<file path="config.mk">
export PLATFORM = sky130hd
export DESIGN_NAME = uart_tx_buffered_flat
export DESIGN_NICKNAME = d
export VERILOG_FILES = /design/src/rtl/uart_tx_buffered_if.sv /design/src/rtl/uart_tx_buffered.sv /design/src/flat_wrapper.sv
export SDC_FILE = /design/constraint.sdc
export NUM_CORES = 1
export LEC_CHECK = 0
export CAP_MARGIN = 20
export CELL_PAD_IN_SITES_DETAIL_PLACEMENT = 1
export CELL_PAD_IN_SITES_GLOBAL_PLACEMENT = 1
export CORE_MARGIN = 2
export CORE_UTILIZATION = 30
export DETAILED_ROUTE_END_ITERATION = 8
export GPL_TIMING_DRIVEN = 1
export PLACE_DENSITY_LB_ADDON = 0.1
export SLEW_MARGIN = 20
export SYNTH_ARGS = -nofsm -noshare
export SYNTH_HDL_FRONTEND = slang
export SYNTH_SLANG_ARGS = --single-unit
</file>
<file path="constraint.sdc">
create_clock -name clk -period 3.5 [get_ports clk]
set_clock_uncertainty 0.15 [all_clocks]
set_input_delay 1.05 -clock clk [delete_from_list [all_inputs] [get_ports clk]]
set_output_delay 1.05 -clock clk [all_outputs]
set_load 0.005 [all_outputs]
</file>
<file path="src/rtl/uart_tx_buffered_if.sv">
// rtl/uart_tx_buffered_if.sv - store-port and status bundle of the buffered UART transmitter
interface uart_tx_buffered_if;
  logic [31:0] din;
  logic        we;
  logic        txd;
  logic        busy;
  logic        full;
  logic [15:0] drop_count;

  modport master (output din, output we, input txd, input busy, input full, input drop_count);
  modport slave  (input din, input we, output txd, output busy, output full, output drop_count);
endinterface

</file>
<file path="src/rtl/uart_tx_buffered.sv">
// rtl/uart_tx_buffered.sv - FIFO-buffered 8N1 UART transmitter, LSB first, fixed baud divider
module uart_tx_buffered #(
  parameter int CLK_DIV         = 868,
  parameter int FIFO_DEPTH_LOG2 = 4
) (
  input  logic               clk,
  input  logic               reset,
  uart_tx_buffered_if.slave  bus
);
  localparam int DEPTH  = 1 << FIFO_DEPTH_LOG2;
  localparam int CNT_W  = FIFO_DEPTH_LOG2 + 1;
  localparam int BAUD_W = $clog2(CLK_DIV);
  localparam logic [BAUD_W-1:0]          BAUD_LAST = BAUD_W'(CLK_DIV - 1);
  localparam logic [BAUD_W-1:0]          BAUD_ONE  = BAUD_W'(1);
  localparam logic [CNT_W-1:0]           CNT_FULL  = CNT_W'(DEPTH);
  localparam logic [CNT_W-1:0]           CNT_ONE   = CNT_W'(1);
  localparam logic [FIFO_DEPTH_LOG2-1:0] PTR_ONE   = FIFO_DEPTH_LOG2'(1);

  typedef enum logic [1:0] {IDLE, START, DATA, STOP} state_t;

  state_t                     state_q, state_d;
  logic [7:0]                 shift_q, shift_d;
  logic [BAUD_W-1:0]          baud_q, baud_d;
  logic [2:0]                 bit_q, bit_d;
  logic                       txd_q, txd_d;
  logic [CNT_W-1:0]           count_q, count_d;
  logic [FIFO_DEPTH_LOG2-1:0] rd_ptr_q, rd_ptr_d;
  logic [FIFO_DEPTH_LOG2-1:0] wr_ptr_q, wr_ptr_d;
  logic [15:0]                drop_q, drop_d;
  logic [7:0]                 mem_q [DEPTH];

  logic empty, full, push, pop, baud_done;
  logic unused_din;

  assign empty      = (count_q == '0);
  assign full       = (count_q == CNT_FULL);
  assign push       = bus.we & ~full;
  assign baud_done  = (baud_q == BAUD_LAST);
  assign unused_din = ^bus.din[31:8];

  // FIFO bookkeeping; admission uses the full flag from the start of the cycle
  always_comb begin
    wr_ptr_d = push ? wr_ptr_q + PTR_ONE : wr_ptr_q;
    rd_ptr_d = pop ? rd_ptr_q + PTR_ONE : rd_ptr_q;
    count_d  = count_q;
    if (push && !pop) count_d = count_q + CNT_ONE;
    if (!push && pop) count_d = count_q - CNT_ONE;
    drop_d = drop_q;
    if (bus.we && full && drop_q != 16'hFFFF) drop_d = drop_q + 16'd1;
  end

  always_comb begin
    state_d = state_q;
    shift_d = shift_q;
    baud_d  = baud_q + BAUD_ONE;
    bit_d   = bit_q;
    txd_d   = txd_q;
    pop     = 1'b0;
    unique case (state_q)
      IDLE: begin
        baud_d = '0;
        txd_d  = 1'b1;
        if (!empty) begin
          pop     = 1'b1;
          shift_d = mem_q[rd_ptr_q];
          state_d = START;
          txd_d   = 1'b0;
        end
      end
      START: begin
        if (baud_done) begin
          baud_d  = '0;
          bit_d   = 3'd0;
          state_d = DATA;
          txd_d   = shift_q[0];
        end
      end
      DATA: begin
        if (baud_done) begin
          baud_d = '0;
          if (bit_q == 3'd7) begin
            state_d = STOP;
            txd_d   = 1'b1;
          end else begin
            bit_d   = bit_q + 3'd1;
            shift_d = {1'b0, shift_q[7:1]};
            txd_d   = shift_q[1];
          end
        end
      end
      STOP: begin
        if (baud_done) begin
          baud_d = '0;
          // back-to-back frames: next start bit follows the stop bit directly
          if (!empty) begin
            pop     = 1'b1;
            shift_d = mem_q[rd_ptr_q];
            state_d = START;
            txd_d   = 1'b0;
          end else begin
            state_d = IDLE;
            txd_d   = 1'b1;
          end
        end
      end
      default: state_d = IDLE;
    endcase
  end

  always_ff @(posedge clk) begin
    if (reset) begin
      state_q  <= IDLE;
      shift_q  <= '0;
      baud_q   <= '0;
      bit_q    <= '0;
      txd_q    <= 1'b1;
      count_q  <= '0;
      rd_ptr_q <= '0;
      wr_ptr_q <= '0;
      drop_q   <= '0;
    end else begin
      state_q  <= state_d;
      shift_q  <= shift_d;
      baud_q   <= baud_d;
      bit_q    <= bit_d;
      txd_q    <= txd_d;
      count_q  <= count_d;
      rd_ptr_q <= rd_ptr_d;
      wr_ptr_q <= wr_ptr_d;
      drop_q   <= drop_d;
    end
  end

  always_ff @(posedge clk) begin
    if (push) mem_q[wr_ptr_q] <= bus.din[7:0];
  end

  assign bus.txd        = txd_q;
  assign bus.busy       = (count_q != '0) | (state_q != IDLE);
  assign bus.full       = full;
  assign bus.drop_count = drop_q;
endmodule
</file>
<file path="src/flat_wrapper.sv">
// flat-port wrapper written by rule: the top's interface ports become plain ports
module uart_tx_buffered_flat 
#(
  parameter int CLK_DIV         = 868,
  parameter int FIFO_DEPTH_LOG2 = 4
)
  (clk, reset, bus_din, bus_we, bus_txd, bus_busy, bus_full, bus_drop_count);
  uart_tx_buffered_if bus_i ();
  input  logic clk;
  input  logic reset;
  input wire logic [$bits(bus_i.din)-1:0] bus_din;
  input wire logic [$bits(bus_i.we)-1:0] bus_we;
  output wire logic [$bits(bus_i.txd)-1:0] bus_txd;
  output wire logic [$bits(bus_i.busy)-1:0] bus_busy;
  output wire logic [$bits(bus_i.full)-1:0] bus_full;
  output wire logic [$bits(bus_i.drop_count)-1:0] bus_drop_count;
  assign bus_i.din = bus_din;
  assign bus_i.we = bus_we;
  assign bus_txd = bus_i.txd;
  assign bus_busy = bus_i.busy;
  assign bus_full = bus_i.full;
  assign bus_drop_count = bus_i.drop_count;
  uart_tx_buffered #(.CLK_DIV(CLK_DIV), .FIFO_DEPTH_LOG2(FIFO_DEPTH_LOG2)) u_core (.clk(clk), .reset(reset), .bus(bus_i));
endmodule
</file>
=== Word-level counts from Yosys, hierarchy flattened ===
Memories as Yosys holds them, arrays and structs flattened. A register that Yosys moved wholly into a read port is not among the register bits.
Index checks and enable logic that the tools add are counted.

* Register bits after elaboration: 53
* Bits in writable memories: 128
* Input bits: 35
* Output and inout bits: 19
* Memories: 1

{| class="wikitable"
|+ Memories
! name !! words !! bits a word !! read ports !! clocked after memory_dff !! write ports !! line !! source
|-
| u_core.mem_q || 16 || 8 || 1 || 1 || 1 || uart_tx_buffered.sv:30 || <nowiki>logic [7:0] mem_q [DEPTH];</nowiki>
|}

* $add $sub $neg: 7
* Eq/ne operators: 13
* Muxes and demuxes: 33
* Bitwise gates (word level): 3
* Reduce and logical (&&, ||, !) cells: 18

{| class="wikitable"
|+ Operators with widths
! kind !! number
|-
| $mux 8 || 4
|-
| $pmux 8 s3 || 1
|-
| $pmux 10 s2 || 1
|-
| $add 16x1->16 const B || 1
|-
| $ne 16x16->1 const B || 1
|-
| $add 10x1->10 const B || 1
|-
| $eq 10x10->1 const B || 1
|-
| $mux 1 || 10
|-
| $mux 10 || 1
|-
| $mux 2 || 5
|-
| $mux 5 || 2
|-
| $mux 3 || 3
|-
| $add 4x1->4 const B || 2
|-
| $mux 4 || 2
|-
| $ne 2x1->1 const B || 4
|-
| $pmux 2 s4 || 1
|-
| $reduce_and 4->1 || 2
|-
| $pmux 3 s2 || 1
|-
| $reduce_bool 2->1 || 3
|-
| $add 5x1->5 const B || 1
|-
| $eq 5x5->1 const B || 1
|-
| $logic_not 5->1 || 1
|-
| $reduce_and 5->1 || 1
|-
| $reduce_bool 5->1 || 1
|-
| 17 further kinds || 23
|}

=== Depth between registers and ports, before layout ===
Gate-level depths: netlist (run 1).

* Depth after elaboration: 8
* Gate-level depth with buffers: 12
* Mapped depth without buffers: 12

=== Least setup slack after synthesis (run 1) ===
OpenSTA, ideal clock, no wires.

* Path type: in2reg
* Start: input bus_we
* End: register u_core.count_q[4]
* Library setup time: 0.071 ns
* Arrival: 2.967 ns
* Slack: 0.312 ns
* Stages: 10
* Cell sequence: a21boi_2 > inv_1 > ha_1 > xor2_1 > ha_1 > a211o_1 > a21oi_1 > a221oi_1 > or3_1 > a21oi_1

* Word-level cells in the longest chain between the ends: 4

{| class="wikitable"
|+ RTL lines
! what !! line !! source
|-
| start: declaration || flat_wrapper.sv:12 || <nowiki>input wire logic [$bits(bus_i.we)-1:0] bus_we;</nowiki>
|-
| $and 1x1->1 * || uart_tx_buffered.sv:37 || <nowiki>assign push = bus.we & ~full;</nowiki>
|-
| $logic_not 1->1 || uart_tx_buffered.sv:47 || <nowiki>if (!push && pop) count_d = count_q - CNT_ONE;</nowiki>
|-
| $logic_and 1x1->1 || uart_tx_buffered.sv:47 ||
|-
| $mux 5 / $reduce_bool 2->1 (equally long branches) || n/a ||
|-
| end signal: assignment || uart_tx_buffered.sv:127 || <nowiki>count_q <= count_d;</nowiki>
|-
| end: declaration || uart_tx_buffered.sv:26 || <nowiki>logic [CNT_W-1:0] count_q, count_d;</nowiki>
|}

Every way passes the cells marked *; elsewhere a longest branch is shown, timed or not.
A chain may end at the register's enable or synchronous reset.

=== Final worst setup path (run 1) ===
* Start: register u_core.count_q[1]
* End: output bus_busy

* Word-level cells in the longest chain between the ends: 2

{| class="wikitable"
|+ RTL lines
! what !! line !! source
|-
| $reduce_bool 5->1 || uart_tx_buffered.sv:139 || <nowiki>assign bus.busy = (count_q != '0) | (state_q != IDLE);</nowiki>
|-
| $or 1x1->1 || uart_tx_buffered.sv:139 ||
|-
| end: declaration || flat_wrapper.sv:14 || <nowiki>output wire logic [$bits(bus_i.busy)-1:0] bus_busy;</nowiki>
|}

Every way passes these cells.

==> flow_summary_export.csv, run 1 <==
group,metric,value,unit
run_status,run_status,"finished clean",
critical_path,peak_fanout_along_the_critical_path,8,
timing,final_hold_viol_count,0,
cts,postCtsSetupBuffers,0,
die,die-area,27100,µm²
timing,final.period_utilization,91.6,%
min_path,min-delay-path-class,"flip-flop to flip-flop",
critical_path,worstPathArrival,2.01,ns
synth,mappedNetlistNets,591,
placed_design,place_worst_setup_slack,-0.0751,ns
route,postRouteWirelength,17100,µm
critical_path,reg2reg_to,"u_core.count_q[4]$_SDFFE_PP0P_",
timing,finalMaxSlewViolations,0,
pwr,irDropWorstVdd,0.283,mV
cts,cts_inserted_buffers,17,
synth,synth_most_common_cell,"sky130_fd_sc_hd__edfxtp_1",
global_routing,first_global_vias,4822,
route,firstDrtPassIters,4,
cts,htree_levels,4,
route,route.detailed.vias_per_inst,4.87,
route,detailedRoute.firstIterationViolations,237,
die,design.core.area,25300,µm²
synth,netlist.top_cell.by_area,"sky130_fd_sc_hd__edfxtp_1",
placed_design,place_hpwl,11700,µm
critical_path,endpoint_kind,"primary output",
die,die-height,165,µm
timing,slew_headroom,37.2,%
global_routing,total_routing_resource_utilization_after_global_routing,13.4,%
layout,synthToLayoutAreaGrowth,18.9,%
global_routing,antenna_found_initial,0,
cts,clock_path_buffers,2,
timing,setup_slack,0.294,ns
layout,final_layout_size_suffix_gt1_share,18.6,%
timing,worst_slew_pin_slew,0.941,ns
critical_path,setup.reg_to_reg.worst_slack,0.32,ns
cts,cts_tree,"yes",
route,remaining_drc_errors,0,
cts,clock_sink_count,185,
global_routing,grt_max_degree,31,
timing,maxClockFrequency,312,MHz
synth,mappedNetlistArea,7740,µm²
die,initial_utilization,30.6,%
critical_path,cpLargestDelayFamily,"buffers and inverters",
cts,clk_pin_slew,0.07,ns
critical_path,timing.rr.start,"u_core.baud_q[0]$_SDFF_PP0_",
route,number_of_antenna_violating_nets_in_the_routed_design,0,
die,die-width,165,µm
layout,fillCellCount,2618,
critical_path,critPathBufInv,2,
die,floorplan.rows,58,
critical_path,critPathSlowestCell,"sky130_fd_sc_hd__dfxtp_1",
critical_path,required,2.30,ns
cts,postCtsResizedCells,0,
pwr,p_per_area,680,nW/µm²
critical_path,reg2reg_depth,12,
critical_path,path_depth,5,
cts,worstSkewPairLatency,0.44,ns
synth,synthTopCellsByArea,"sky130_fd_sc_hd__edfxtp_1 (50%), sky130_fd_sc_hd__dfxtp_1 (15%), sky130_fd_sc_hd__mux4_2 (9.0%)",
placed_design,place.port_buffers,29,
layout,final-seq-area,4990,µm²
critical_path,critical_path.max_stage_delay,0.53,ns
layout,multi_input_area,2590,µm²
synth,synth_edf_count,128,
synth,syn-instance-count,537,
route,vias,4558,
synth,synth.distinct_cells,59,
critical_path,timing.critical_path.from_type,"flip-flop",
global_routing,globalRouteOverflowTotal,0,
pwr,power_leakage,3.02,nW
timing,final.min_clock_period,3.21,ns
timing,grt_setup_unrepaired,"no",
die,io_pins,54,
synth,avg_synthesized_cell_area,14.4,µm²
cts,cts_root_buf,"sky130_fd_sc_hd__clkbuf_16",
timing,timing.setup.tns,0,ns
critical_path,path_cells,"nor4_4, buf_4, and2b_2, nand2_1, clkdlybuf4s50_1",
critical_path,crit_path_start,"u_core.count_q[1]$_SDFFE_PP0P_",
layout,finalNetCount,647,
synth,yosysSeqAreaShare,64.4,%
synth,postSynth.asyncResetShare,0,%
synth,netlist.area_leader.share,49.7,%
layout,insertedDiodeCount,0,
synth,synth.yosys.warnings,0,
critical_path,critPathCapture,"bus_busy",
timing,final_setup_violation_count,0,
cts,cts_hold_buffers,0,
placed_design,place_congestion,0.729,
global_routing,grt_pass1_wl,27200,µm
critical_path,path_class,"flip-flop to primary output",
run,max_cap_viol_count,0,
route,route.detailed.wl_per_inst,18.3,µm
synth,synth_top_cells_by_count,"sky130_fd_sc_hd__edfxtp_1 (128), sky130_fd_sc_hd__nor2_1 (61), sky130_fd_sc_hd__dfxtp_1 (57), sky130_fd_sc_hd__mux4_2 (31)",
synth,dominantRegCellSynth,"sky130_fd_sc_hd__edfxtp_1",
synth,ys_ff_latch,185,
==> cells in the final DEF, fill, tap and decap left out, drive strengths merged, types with 6 or more instances in the layout <==
master and count:
a211oi 8, a21oi 19, a22oi 13, buf 33, clkbuf 17, clkdlybuf4s50 29
clkinv 6, dfxtp 57, edfxtp 128, ha 19, inv 20, mux2i 10
mux4 31, nand2 15, nand3 16, nand4 6, nor2 61, nor3 20
nor4 9, o21ai 9, xnor2 17, xor2 11
==> power by group <==
part,switching [W],total [W],internal [W]
combinational,0.000864,0.00161,0.000744
clock,0.00102,0.00202,0.00100
sequential,0.000151,0.00263,0.00248
total,0.00203,0.00626,0.00422
==> metal layers <==
layer	part of all wire [%]	wire [µm]	GRT usage [%]	vias to the layer above
met3	2.3	389	2.99	8
met1	47	8000	17.4	2353
met4	0.71	122	3.16	0
met2	50	8590	22.9	40
met5	0	0	0	-
li1	-	-	-	2157
==> final cells by class <==
cell class,instances,share of cell area (%)
Inverter,11,0.449
Timing Repair Buffer,62,5.84
Clock inverter,15,2.30
Multi-Input combinational cell,316,28.1
Clock buffer,17,4.62
Tap cell,330,4.49
Sequential cell,185,54.2
==> worst min path at each step <==
| stage | end | from | cells after the start | slack [ns] |
|---|---|---|---|---|
| floorplan | u_core.baud_q[0]$_SDFF_PP0_ | u_core.baud_q[0]$_SDFF_PP0_ | 1 | 0.26 |
| global placement | u_core.baud_q[0]$_SDFF_PP0_ | u_core.baud_q[0]$_SDFF_PP0_ | 1 | 0.27 |
| detailed placement | u_core.baud_q[0]$_SDFF_PP0_ | u_core.baud_q[0]$_SDFF_PP0_ | 1 | 0.29 |
| CTS | u_core.baud_q[0]$_SDFF_PP0_ | u_core.baud_q[0]$_SDFF_PP0_ | 1 | 0.30 |
| global route | u_core.baud_q[0]$_SDFF_PP0_ | u_core.baud_q[0]$_SDFF_PP0_ | 1 | 0.32 |
| finish | u_core.baud_q[0]$_SDFF_PP0_ | u_core.baud_q[0]$_SDFF_PP0_ | 1 | 0.29 |
==> metrics by stage <==
| step | std cells | area [µm²] | total power, W | hold WS [ns] | util, % |
|---|---|---|---|---|---|
| after global placement | 904 | 8570 | 0.00425 | 0.275 | 33.9 |
| after floorplan | 537 | 7740 | 0.00378 | 0.263 | - |
| after CTS | 936 | 9210 | 0.00636 | 0.302 | 36.4 |
| final | 936 | 9210 | 0.00626 | 0.294 | 36.4 |
| after detailed placement | 904 | 8570 | 0.00431 | 0.285 | 33.9 |
| after global routing | 936 | 9210 | 0.00661 | 0.316 | 36.4 |
==> flip-flops by register name, summed over array words and instances, names as in the netlist, named ones only <==
register / flops
u_core.bus.drop_count: 16
u_core.bit_q: 3
u_core.state_q: 2
u_core.count_q: 5
u_core.wr_ptr_q: 4
u_core.shift_q: 8
u_core.rd_ptr_q: 4
u_core.baud_q: 10
u_core.mem_q: 128
u_core.bus.txd: 1
==> kinds of logic (layout without fill, tap and decap cells) <==
logic type / after synthesis / count (layout) / share of synthesized area, %
muxes: 43 / 43 / 10.6
and+or+nand+nor: 157 / 157 / 10.5
adders and majority gates: 19 / 19 / 3.07
xor gates and xnor gates: 28 / 28 / 3.17
AOI/OAI and AO/OA: 69 / 69 / 6.14
DFF: 185 / 185 / 64.4
buffers and inverters: 36 / 105 / 2.12
(Power assumes the default switching activity.)
==> run 2, diff against run 1 <==
- CTS_CLUSTER_SIZE: unset -> 8
==> results of run 2 <==
Same layout as run 1: the final DEF is identical, and so are final timing and power.
==> run 3, diff against run 2 <==
- PLACE_DENSITY: unset -> 0.57
- PLACE_DENSITY_LB_ADDON: 0.1 -> unset
==> flow_summary_export.csv, run 3 (same netlist as run 1, synthesis figures left out) <==
group,metric,value,unit
placed_design,dpl_cells,899,
global_routing,first_global_vias,4884,
layout,final-seq-area,4990,µm²
pwr,power_switching_share,31.0,%
critical_path,required,2.30,ns
route,route.detailed.vias_per_inst,4.91,
timing,final.period_utilization,89.6,%
cts,postCtsSetupBuffers,0,
critical_path,reg2reg_depth,12,
cts,cts_hold_buffers,0,
pwr,p_per_area,683,nW/µm²
layout,final_cell_mix,"sky130_fd_sc_hd__edfxtp_1 (128), sky130_fd_sc_hd__nor2_1 (61), sky130_fd_sc_hd__dfxtp_1 (56), sky130_fd_sc_hd__mux4_2 (31), sky130_fd_sc_hd__clkdlybuf4s50_1 (29)",
layout,registers.top_by_ff_count,"u_core.mem_q",
placed_design,placedInstanceArea,8540,µm²
cts,cts_inserted_buffers,17,
layout,largest_register_ffs,128,
cts,clk_pin_slew,0.07,ns
global_routing,globalRouteMet2Util,22.3,%
timing,final.min_clock_period,3.14,ns
pwr,irDropWorstVdd,0.296,mV
cts,htree_levels,4,
run_status,run_status,"finished clean",
cts,clock_path_buffers,2,
min_path,min_path_cells,1,
die,die-width,165,µm
pwr,power.switching,0.00195,W
global_routing,met1_usage,18.3,%
route,vias,4575,
die,io_pins,54,
layout,final_layout_size_suffix_gt1_share,17.8,%
timing,final_hold_viol_count,0,
cts,worstSkewPairLatency,0.44,ns
route,detailedRoute.firstIterationViolations,322,
pwr,power_leakage,3.00,nW
critical_path,critical_path.max_stage_delay,0.48,ns
global_routing,grt_pass1_wl,27700,µm
route,route.detailed.wl_per_inst,18.5,µm
critical_path,timing.rr.start,"u_core.baud_q[0]$_SDFF_PP0_",
layout,final_design_instance_area_without_fill,9190,µm²
route,postRouteWirelength,17200,µm
cts,cts_root_buf,"sky130_fd_sc_hd__clkbuf_16",
critical_path,reg2reg_to,"u_core.count_q[4]$_SDFFE_PP0P_",
global_routing,globalRouteOverflowTotal,0,
layout,insertedDiodeCount,0,
layout,fillCellCount,2648,
die,initial_utilization,30.6,%
placed_design,place_congestion,0.755,
die,floorplan.rows,58,
pwr,seq_power_share,41.9,%
layout,finalNetCount,642,
min_path,hold_start,"u_core.baud_q[0]$_SDFF_PP0_",
critical_path,timing.critical_path.from_type,"flip-flop",
timing,finalMaxSlewViolations,0,
critical_path,cpLargestDelayFamily,"buffers and inverters",
route,number_of_antenna_violating_nets_in_the_routed_design,0,
layout,synthToLayoutAreaGrowth,18.7,%
cts,cts_tree,"yes",
timing,slew_headroom,38.5,%
pwr,p_comb_share,25.2,%
die,die-area,27100,µm²
timing,final_setup_violation_count,0,
critical_path,path_class,"flip-flop to primary output",
timing,worst_slew_pin_slew,0.923,ns
global_routing,antenna_found_initial,0,
global_routing,grt_busiest_layer,"met2",
critical_path,critPathBufInv,2,
global_routing,total_routing_resource_utilization_after_global_routing,13.6,%
route,firstDrtPassIters,4,
global_routing,grt_use_met3,2.96,%
critical_path,worstPathArrival,1.94,ns
critical_path,setup.reg_to_reg.worst_slack,0.44,ns
layout,multi_input_area,2590,µm²
global_routing,grt_max_degree,43,
cts,postCtsResizedCells,0,
critical_path,path_cells,"nor4_4, buf_4, and2_2, clkdlybuf4s50_1",
timing,grt_setup_unrepaired,"no",
layout,final-instance-count-excl-fill,931,
timing,maxClockFrequency,319,MHz
pwr,internal-power,0.00433,W
die,design.core.area,25300,µm²
layout,layout_commonest_cell,"sky130_fd_sc_hd__edfxtp_1",
route,remaining_drc_errors,0,
die,die-height,165,µm
critical_path,peak_fanout_along_the_critical_path,8,
cts,clock_sink_count,185,
pwr,power.clock.fraction,33.0,%
critical_path,endpoint_kind,"primary output",
critical_path,critPathSlowestCell,"sky130_fd_sc_hd__clkdlybuf4s50_1",
run,max_cap_viol_count,0,
placed_design,place.port_buffers,29,
placed_design,place_hpwl,11700,µm
min_path,min-delay-path-class,"flip-flop to flip-flop",
min_path,min_to,"u_core.baud_q[0]$_SDFF_PP0_",
[run 3: cell count changes in the layout (fill, tap and decap cells not counted), sizes merged]
cell    delta
bufinv     +2
clkinv     -1
clkbuf     +1
buf        -5
inv        -2
[run 3: layer usage]
| metal | up-vias | wire [µm] |
|---|---|---|
| met5 | - | 0 |
| met4 | 0 | 169 |
| met3 | 15 | 569 |
| met2 | 61 | 8450 |
| met1 | 2346 | 8010 |
| li1 | 2153 | - |
[run 3: layout make-up]
class / instances / share of cell area [%]
multi-input combinational: 316 / 28.2
tap: 330 / 4.49
clock inverter: 14 / 2.34
clock buffer: 18 / 4.67
timing repair buffer: 57 / 5.58
sequential: 185 / 54.3
inverter: 11 / 0.449
[run 3: how the worst max path moves through the flow]
| stage | start | to | slack, ns | depth (start not counted) |
|---|---|---|---|---|
| CTS | u_core.count_q[1]$_SDFFE_PP0P_ | bus_full | 0.33 | 4 |
| finish | u_core.count_q[1]$_SDFFE_PP0P_ | bus_full | 0.36 | 4 |
| floorplan | bus_we | u_core.count_q[4]$_SDFFE_PP0P_ | 0.31 | 10 |
| global route | u_core.baud_q[0]$_SDFF_PP0_ | u_core.count_q[4]$_SDFFE_PP0P_ | 0.11 | 12 |
| detailed placement | bus_we | u_core.count_q[4]$_SDFFE_PP0P_ | -0.07 | 11 |
| global placement | bus_we | u_core.count_q[4]$_SDFFE_PP0P_ | -0.02 | 11 |
[run 3: metrics by stage]
stage               setup TNS [ns]  util [%]  power (W)  setup slack, ns  hold WS, ns
floorplan                        0         -    0.00378            0.312        0.263
global placement           -0.0238      33.8    0.00420          -0.0238        0.277
detailed placement         -0.0715      33.8    0.00428          -0.0715        0.284
CTS                              0      36.4    0.00636            0.332        0.295
global route                     0      36.4    0.00663            0.106        0.322
finish                           0      36.4    0.00627            0.363        0.289
[run 3: power by group through the flow]
stage	combinational, W	clock (W)	sequential [W]
finish	0.00158	0.00207	0.00263
global route	0.00176	0.00222	0.00265
CTS	0.00161	0.00212	0.00263
detailed placement	0.00160	0	0.00268
global placement	0.00153	0	0.00267
floorplan	0.00117	0	0.00261
==> patch (settings of run 2) <==
`CLK_DIV` is set to 868 in 2 places; all go to 1736.
--- a/src/rtl/uart_tx_buffered.sv
+++ b/src/rtl/uart_tx_buffered.sv
@@ -1,6 +1,6 @@
 // rtl/uart_tx_buffered.sv - FIFO-buffered 8N1 UART transmitter, LSB first, fixed baud divider
 module uart_tx_buffered #(
-  parameter int CLK_DIV         = 868,
+  parameter int CLK_DIV         = 1736,
   parameter int FIFO_DEPTH_LOG2 = 4
 ) (
   input  logic               clk,
--- a/src/flat_wrapper.sv
+++ b/src/flat_wrapper.sv
@@ -1,7 +1,7 @@
 // flat-port wrapper written by rule: the top's interface ports become plain ports
 module uart_tx_buffered_flat 
 #(
-  parameter int CLK_DIV         = 868,
+  parameter int CLK_DIV         = 1736,
   parameter int FIFO_DEPTH_LOG2 = 4
 )
   (clk, reset, bus_din, bus_we, bus_txd, bus_busy, bus_full, bus_drop_count);
Behaviour: no difference found for any inputs over 10 cycles, from zero or initial values and one cycle with reset high; that may be too few to reach the edited logic, so the function may still have changed.
==> patch against run 2 <==
Maximum frequency fell by 4.8%. Hold slack gained 0.038 ns. Core utilization down 0.52 points. Power shrank 2.1%. Synthesized area is 1.1% higher. Register-to-register slack improved by 0.04 ns. Setup slack lost 0.16 ns. Wire length is 4.5% higher. Design area rose by 0.84%. Sequential cell count is 1 higher. Critical path type unchanged. Highest routed layer unchanged.
==> patch: results (changes against run 2) <==
Fillers: 2,708 (+3.4%)
Clock Latency Late Sink: 0.44 ns (about the same)
Worst EP arrival: 2.17 ns (+0.16 ns)
CP Max Fanout: 5 (-3)
met3 usage: 0.0285 (-0.00141)
All-Layer GR Usage: 0.141 (+0.00666)
max_cap viols: 0 (unchanged)
ANT cells: 0 (unchanged)
first-pass GRT wire length: 28,300 um (+4.2%)
largest net degree at the start of global routing: 37 (+19%)
CP top delay family: simple AND/OR/NAND/NOR gates
Yosys cell types: 51 (-14%)
post-synthesis async set-or-reset flop share: 0 (unchanged)
layout cells sized above 1: 0.181 (-0.00510)
postcts setup bufs: 0 (unchanged)
Pre-Repair DR Iteration Count: 4 (unchanged)
Slew Limit Fails: 0 (unchanged)
nets: 653 (+0.93%)
syn nets: 602 (+1.9%)
HP Start: u_core.baud_q[0]
H-Tree Depth: 4 (unchanged)
Pleak: 3.04 nW (+0.60%)
slew margin rel.: 0.459 (+0.0862)
status: finished, final reports clean
post-DP HPWL: 11,700 um (+0.14%)
CTS Buf Count: 17 (unchanged)
R2R cell count: 13 (+1)
initial antenna violation count: 0 (unchanged)
vias in the first global route: 4,816 (-0.12%)
endpoint of the worst register-to-register path: u_core.count_q[4]
Root Buffer: clkbuf_16
Seq/Total Area, Yosys: 0.640 (-0.00445)
met1 usage: 0.188 (+0.0144)
Peak VDD IR: 0.302 mV (+6.8%)
slowest cell delay on critical path: 0.59 ns (+0.06 ns)
pre-CTS setup slack: -0.0730 ns (+0.00210 ns)
max reg flops: 128 (unchanged)
GP Congestion: 0.715 (-2.0%)
wire per inst: 18.9 um (+3.3%)
HP Class: flip-flop to flip-flop
Slowest cell on crit path: or4_4
R2R Setup Slk: 0.36 ns (+0.04 ns)
DR iter-0 viols: 234 (-1.3%)
clk buf depth: 2 (unchanged)
Final Hold Fails: 0 (unchanged)
Post-DP Area: 8640 sq um (+0.79%)
Buffers on Ports: 29 (unchanged)
Clk pin slew, worst setup/hold paths: 0.08 ns
Reg with most FFs: u_core.mem_q
Worst Hold End: u_core.baud_q[0]
Synth area leaders: edfxtp_1 49%, dfxtp_1 15%, mux4_2 9.5%, ha_1 3.0%, nor2_1 3.0%
Vias/cell: 4.88 (+0.23%)
Synth top cells by count: 128 x edfxtp_1, 62 x nor2_1, 58 x dfxtp_1
M2 GR Usage: 0.233 (+0.00452)
Post-synth EDFFs: 128 (unchanged)
patch: cell types whose count changed after synthesis, sizes merged, moves of 6 or more:
cell / delta
nor4: -6
a22oi: -11
nand2: +7
a311oi: +6
a211o: +6
nor3: -8
patch: repair_timing:
action / in CTS / in global routing
resized for setup: 1 / 2
endpoints found under the setup margin: 1 / 1
cloned: 0 / 0
patch: area by class of cell:
class	count	area (sq um)	share of cell area
Inverter	12	45.0	0.00485
Clock inverter	15	208	0.0224
Tap cell	335	419	0.0452
Clock buffer	17	425	0.0458
Sequential cell	186	5010	0.539
Timing Repair Buffer	60	518	0.0558
Multi-Input combinational cell	322	2660	0.287
patch: report_power, final:
group          internal [mW]  total, mW  leakage [nW]  switching, mW
logic                  0.681       1.47          1.10          0.790
clock network           1.05       2.04         0.306          0.994
registers               2.49       2.61          1.63          0.121
patch: kinds of logic (layout without fill, tap and decap cells):
| group | after synthesis | after routing | synth area share |
|---|---|---|---|
| and+or+nand+nor | 158 | 158 | 0.101 |
| xor gates and xnor gates | 26 | 26 | 0.0291 |
| DFF | 186 | 186 | 0.640 |
| muxes | 47 | 47 | 0.113 |
| AOI/OAI and AO/OA | 72 | 72 | 0.0646 |
| adders and majority gates | 19 | 19 | 0.0304 |
| buffers and inverters | 40 | 104 | 0.0219 |
patch: layer usage:
metal  up-vias  routed length, um  share of wire
met1      2365               8330           0.47
li1       2191                  -              -
met4         0                193          0.011
met2        53               8820           0.49
met5         -                  0              0
met3        13                528          0.030
patch: how the worst max path moves through the flow:
stage                            startpoint                end  slack [ns]  cells after the start
after global placement               bus_we  u_core.count_q[4]       -0.04                     12
after global routing      u_core.count_q[0]           bus_busy        0.03                      4
after CTS                 u_core.count_q[0]           bus_busy        0.11                      4
after detailed placement             bus_we  u_core.count_q[4]       -0.07                     12
after floorplan            u_core.baud_q[0]  u_core.count_q[4]         0.1                     12
final                     u_core.count_q[0]           bus_busy        0.13                      4
patch: through the flow:
stage / hold WS [ns] / std cells
5_1_grt: 0.351 / 947
3_5_place_dp: 0.311 / 915
3_3_place_gp: 0.306 / 915
6_report: 0.332 / 947
4_1_cts: 0.329 / 947
2_1_floorplan: 0.280 / 548
patch: worst reg2reg max path: cells and delay by family, from the launching register on:
kind	cells	cell delay [ns]
adder cells (fa/ha/maj)	3	0.66
XOR/XNOR	1	0.07
buffers and inverters	1	0.19
AO/OA/AOI/OAI	5	0.79
AND/OR/NAND/NOR	3	0.83
flip-flops	1	0.38
